[config.mk]
export PLATFORM = sky130hd
export DESIGN_NAME = hbm_edge_addr_gen
export DESIGN_NICKNAME = d
export VERILOG_FILES = /design/src/rtl/hbm_edge_addr_gen.sv
export SDC_FILE = /design/constraint.sdc
export NUM_CORES = 1
export LEC_CHECK = 0
export CAP_MARGIN = 20
export CORE_ASPECT_RATIO = 1.2
export CORE_MARGIN = 8
export CORE_UTILIZATION = 58
export DETAILED_ROUTE_END_ITERATION = 10
export GPL_ROUTABILITY_DRIVEN = 0
export GPL_TIMING_DRIVEN = 0
export HOLD_SLACK_MARGIN = 0.1
export PLACE_DENSITY = 0.8
export SYNTH_ARGS = -nofsm -noshare
export SYNTH_HDL_FRONTEND = slang
export SYNTH_SLANG_ARGS = --single-unit
[constraint.sdc]
create_clock -name clk -period 6 [get_ports clk]
set_input_delay 1.2 -clock clk [delete_from_list [all_inputs] [get_ports clk]]
set_output_delay 1.2 -clock clk [all_outputs]
set_load 0.02 [all_outputs]
[src/rtl/hbm_edge_addr_gen.sv]
// hbm_edge_addr_gen: turns edge ranges [loff, roff) into per-line HBM read addresses with edge masks.
// Optional statistics counters are enabled by defining HBM_EDGE_ADDR_GEN_STAT_EN.
module hbm_edge_addr_gen #(
  parameter int V_ID_WIDTH = 20,
  parameter int V_OFF_DWIDTH = 32,
  parameter int HBM_AWIDTH = 34,
  parameter int EDGE_PER_LINE = 16,
  parameter int LOG2_EPL = 4,
  parameter int LOG2_LINE_BYTES = 6,
  parameter logic [HBM_AWIDTH-1:0] EDGE_BASE_ADDR = '0,
  parameter int IN_DEPTH = 4
) (
  input  logic                     clk,
  input  logic                     rst,
  input  logic [V_ID_WIDTH-1:0]    front_active_v_id,
  input  logic [V_OFF_DWIDTH-1:0]  front_active_v_loff,
  input  logic [V_OFF_DWIDTH-1:0]  front_active_v_roff,
  input  logic                     front_active_v_valid,
  input  logic                     stage_full,
  output logic                     front_stage_full,
  output logic [HBM_AWIDTH-1:0]    rd_hbm_edge_addr,
  output logic                     rd_hbm_edge_valid,
  output logic [V_ID_WIDTH-1:0]    rd_hbm_edge_v_id,
  output logic [EDGE_PER_LINE-1:0] rd_hbm_edge_mask,
  output logic                     err_overflow,
  output logic [31:0]              stat_line_cnt,
  output logic [31:0]              stat_v_cnt
);
  localparam int LW = V_OFF_DWIDTH - LOG2_EPL;
  localparam int PW = (IN_DEPTH > 1) ? $clog2(IN_DEPTH) : 1;
  localparam int CW = $clog2(IN_DEPTH + 1);
  typedef struct packed {
    logic [V_ID_WIDTH-1:0]   v_id;
    logic [V_OFF_DWIDTH-1:0] loff;
    logic [V_OFF_DWIDTH-1:0] roff;
  } req_t;
  typedef enum logic {IDLE, GEN} state_t;
  state_t state_q;
  req_t mem_q [IN_DEPTH];
  req_t head;
  logic [PW-1:0] wr_ptr_q, rd_ptr_q;
  logic [CW-1:0] count_q, count_d;
  logic [V_ID_WIDTH-1:0] vid_q;
  logic [V_OFF_DWIDTH-1:0] loff_q, roff_q;
  logic [LW-1:0] cur_q, end_q;
  logic [EDGE_PER_LINE-1:0] mask_d;
  logic pop, push, issue;
  function automatic logic [PW-1:0] nxt(input logic [PW-1:0] p);
    return (p == PW'(IN_DEPTH - 1)) ? '0 : p + PW'(1);
  endfunction
  assign head = mem_q[rd_ptr_q];
  assign pop = (state_q == IDLE) && (count_q != '0);
  assign push = front_active_v_valid && ((count_q != CW'(IN_DEPTH)) || pop);
  assign issue = (state_q == GEN) && !stage_full;
  assign count_d = count_q + CW'(push) - CW'(pop);
  // one extra bit keeps roff near the top of the offset range from wrapping
  for (genvar j = 0; j < EDGE_PER_LINE; j++) begin : g_mask
    assign mask_d[j] = ({1'b0, cur_q, LOG2_EPL'(j)} >= {1'b0, loff_q}) &&
                       ({1'b0, cur_q, LOG2_EPL'(j)} <  {1'b0, roff_q});
  end
  always_ff @(posedge clk) begin
    if (!rst) begin
      state_q <= IDLE;
      wr_ptr_q <= '0;
      rd_ptr_q <= '0;
      count_q <= '0;
      vid_q <= '0;
      loff_q <= '0;
      roff_q <= '0;
      cur_q <= '0;
      end_q <= '0;
      front_stage_full <= 1'b0;
      err_overflow <= 1'b0;
      rd_hbm_edge_valid <= 1'b0;
      rd_hbm_edge_addr <= '0;
      rd_hbm_edge_v_id <= '0;
      rd_hbm_edge_mask <= '0;
    end else begin
      if (push) begin
        mem_q[wr_ptr_q] <= '{front_active_v_id, front_active_v_loff, front_active_v_roff};
        wr_ptr_q <= nxt(wr_ptr_q);
      end
      if (pop) rd_ptr_q <= nxt(rd_ptr_q);
      count_q <= count_d;
      front_stage_full <= count_d >= CW'(IN_DEPTH - 1);
      err_overflow <= err_overflow | (front_active_v_valid & ~push);
      rd_hbm_edge_valid <= issue;
      if (state_q == IDLE) begin
        if (pop && head.roff > head.loff) begin
          state_q <= GEN;
          vid_q <= head.v_id;
          loff_q <= head.loff;
          roff_q <= head.roff;
          cur_q <= LW'(head.loff >> LOG2_EPL);
          end_q <= LW'((head.roff - V_OFF_DWIDTH'(1)) >> LOG2_EPL);
        end
      end else if (issue) begin
        rd_hbm_edge_addr <= EDGE_BASE_ADDR + (HBM_AWIDTH'(cur_q) << LOG2_LINE_BYTES);
        rd_hbm_edge_v_id <= vid_q;
        rd_hbm_edge_mask <= mask_d;
        cur_q <= cur_q + LW'(1);
        if (cur_q == end_q) state_q <= IDLE;
      end
    end
  end
`ifdef HBM_EDGE_ADDR_GEN_STAT_EN
  always_ff @(posedge clk) begin
    if (!rst) begin
      stat_line_cnt <= '0;
      stat_v_cnt <= '0;
    end else begin
      if (issue && stat_line_cnt != '1) stat_line_cnt <= stat_line_cnt + 32'd1;
      if (issue && cur_q == end_q && stat_v_cnt != '1) stat_v_cnt <= stat_v_cnt + 32'd1;
    end
  end
`else
  assign stat_line_cnt = '0;
  assign stat_v_cnt = '0;
`endif
endmodule

==> key figures <==
Status
  • Outcome: complete, no violations

Floorplanning
  • Die height: 240 um
  • Ports: 225
  • Starting Density: 58.6%
  • Core footprint: 41,600 um2
  • FP Rows: 82
  • Die W: 203 um
  • Die footprint: 48,800 um2

Setup path
  • Slowest stage delay, CP: 0.54 ns
  • Crit-path max FO: 10
  • Worst R2R Setup Slack: 0.32 ns
  • Crit start category: flop
  • Critical Path RT: 6.50 ns
  • Cell Chain, Critical Path: buf_6 -> buf_2 -> buf_2 -> buf_2 -> clkbuf_2 -> o21ai_0 -> clkbuf_2 -> ha_1 -> nand4_1 -> nor4_1 -> a21boi_0 -> and2_1 -> a22oi_1 -> clkbuf_2 -> clkbuf_1 -> nand2_1 -> a21oi_1
  • Critical Path End Type: flop
  • Critical path's top delay family: buffers and inverters
  • Worst path arrival time: 6.19 ns
  • Critical setup path kind: flop to flop
  • CP bufs+invs: 8
  • Slowest cell on crit path: clkbuf_1

Global routing
  • First-pass GRT wire length: 102,000 um
  • Largest net degree at the start of global routing: 59
  • Vias in the first global route: 17,919
  • GRT overflow: 0
  • Initial antenna violation count: 0
  • GRT Total Usage: 27.3%

Power and ir drop
  • VDD IR-drop max: 405 uV
  • Tot Pwr: 14.2 mW
  • Pwr dens: 497 nW/um2
  • Pleak: 10.1 nW

Route
  • Drt initial violations: 2,077
  • Vias post-DR: 17,613
  • Antenna-violating nets left: 0
  • DRT Pass-1 Iters: 6
  • WL/cell: 23.3 um
  • Post-Route WL: 67,800 um
  • Vias per cell: 6.05
  • Residual DRC count: 0

Cells and area
  • # diodes: 0
  • Area Overhead vs Synth: 17.6%
  • Layout Cells excl Fill: 2,910
  • Layout cell share with drive strength beyond 1: 12.3%
  • Commonest non-fill, non-tap cells in the layout: nand2_1 (338), edfxtp_1 (336), a21oi_1 (219), dfxtp_1 (217), clkdlybuf4s50_1 (153)
  • Commonest non-fill, non-tap cell in the layout: nand2_1
  • Fin nets: 2,511

STA
  • Final setup fails: 0
  • Fmax: 0.176 GHz
  • Final hold violations: 0
  • Period Utilization, post-route: 94.7%
  • Tmin final: 5.68 ns
  • Slew Viols, Final: 0
  • Relative slew margins: 24.5%
  • Clock skew: 0.0434 ns
  • Tightest Pin Transition: 1.12 ns
  • Unrepaired setup endpoints after global routing: no

Yosys
  • Synth Register Bits: 553
  • Register area share after synthesis: 59.3%
  • Async S/R FF share, synth: 0%
  • Post-synth EDFFs: 336
  • Netlist cell types: 69
  • Ys flop type: edfxtp_1
  • Syn Area/Cell: 11.9 um2
  • Syn. warnings: 0
  • Gate Count Post-Synth: 2,042
  • Cell Area, Synth: 24,300 um2

Placed design
  • Final HPWL DP: 48,000 um
  • Placed Cells: 2,814
  • IO buf count: 153

CTS
  • CTS tree: done
  • CTS Sinks: 553
  • Max clock buf depth: 3
  • Htree depth: 2
  • Root Buffer Master: clkbuf_16
  • Cts bufs inserted: 51
  • Postcts setup bufs: 0
  • Insertion delay to the later sink of the worst-skew pair: 0.61 ns
  • Clock-pin slew on the worst setup and hold paths: 0.06 ns

Flow run
  • Max cap viols: 0

Hold path
  • Tightest Hold Check Type: flop to flop
==> registers in the layout (all words and copies together), names as in the netlist, 3 cells and up, named ones only <==
signal	count
loff_q	32
rd_hbm_edge_addr	28
rd_hbm_edge_mask	16
roff_q	32
count_q	3
mem_q	336
rd_hbm_edge_v_id	20
end_q	28
vid_q	20
cur_q	28
==> worst min-delay path, cell delays in order, from the launching register on <==
cell and delay (ns):
dfxtp_1 0.31, nand2_1 0.05, a21oi_1 0.05
==> through the flow <==
stage / hold WS [ns] / setup WS (ns) / utilization, % / area (um2) / setup TNS [ns]
6_report: 0.424 / 0.315 / 68.9 / 28600 / 0
5_1_grt: 0.454 / 0.0139 / 68.9 / 28600 / 0
4_1_cts: 0.434 / 0.111 / 68.8 / 28600 / 0
3_5_place_dp: 0.445 / -0.654 / 64.8 / 26900 / -54.12
3_3_place_gp: 0.442 / -0.580 / 64.5 / 26800 / -141.22
2_1_floorplan: 0.432 / 1.69 / - / 24600 / 0
==> repair_timing <==
action	in CTS	in global routing
resized for setup	10	8
setup endpoints to repair	140	112
hold buffers	0	0
==> power by group <==
group	switching, mW	leakage [nW]	internal [mW]	total (mW)
Sequential	0.526	4.82	4.61	5.14
Clock	1.39	0.804	1.82	3.21
Combinational	3.72	4.51	2.16	5.88
Total	5.64	10.1	8.59	14.2
==> per-layer routing <==
metal	track usage, %	wire length (um)
met5	0	0
met4	15.9	4420
met3	7.08	7310
met2	45.2	31800
met1	32.2	24300
==> synth_stat cells (3+ instances only) <==
master	instances	area share [%]
o221a_2	11	0.51
nand3_1	22	0.45
nand2_1	338	5.2
a221oi_1	9	0.32
clkbuf_1	91	1.4
mux2_2	13	0.60
or3_1	3	0.077
and4_1	3	0.11
edfxtp_1	336	41
nor3b_1	3	0.093
mux4_2	78	7.2
nor4_1	17	0.44
a211oi_1	9	0.28
o31ai_1	9	0.28
nor2b_1	11	0.28
o211ai_1	5	0.15
o22ai_1	19	0.49
ha_1	98	5.0
mux2i_1	9	0.37
a21oi_1	219	4.5
a31oi_1	11	0.28
nor4_4	3	0.26
nand2b_1	9	0.23
buf_2	8	0.16
or4_1	3	0.093
a311oi_1	4	0.14
buf_1	8	0.12
a41oi_1	3	0.11
xnor2_1	22	0.79
buf_4	70	2.2
inv_1	102	1.6
nor3_1	13	0.27
nor2_1	76	1.2
o21ai_0	59	1.2
and2_1	6	0.15
or2_2	3	0.077
a21o_1	12	0.37
a22oi_1	3	0.093
nand4_1	30	0.77
and3_1	11	0.28
dfxtp_1	217	18
o21a_1	6	0.19
xor2_1	25	0.90
==> layout make-up <==
type / count / area [um2]
Buffer: 178 / 978
Clock buffer: 72 / 1450
Clock inverter: 21 / 191
Fill cell: 2835 / 12900
Inverter: 102 / 383
Multi-Input combinational cell: 1277 / 8830
Sequential cell: 553 / 14400
Tap cell: 546 / 683
Timing Repair Buffer: 161 / 1670
==> cells by family after synthesis <==
| logic type | synth area share [%] |
|---|---|
| other | 0.0154 |
| XOR/XNOR | 1.69 |
| buffers and inverters | 5.55 |
| AO/OA/AOI/OAI | 9.64 |
| AND/OR/NAND/NOR | 10.5 |
| flip-flops | 59.3 |
| adder cells (fa/ha/maj) | 5.12 |
| multiplexers | 8.19 |
==> worst paths after layout <==
kind,start,endpoint,depth (start not counted)
max,flop,loff_q[16]$_SDFFE_PN0P_,17
min,vid_q[0]$_SDFFE_PN0P_,rd_hbm_edge_v_id[0]$_SDFFE_PN0P_,2
max reg2reg,flop,loff_q[16]$_SDFFE_PN0P_,17
min reg2reg,vid_q[0]$_SDFFE_PN0P_,rd_hbm_edge_v_id[0]$_SDFFE_PN0P_,2
(Power assumes the default switching activity.)
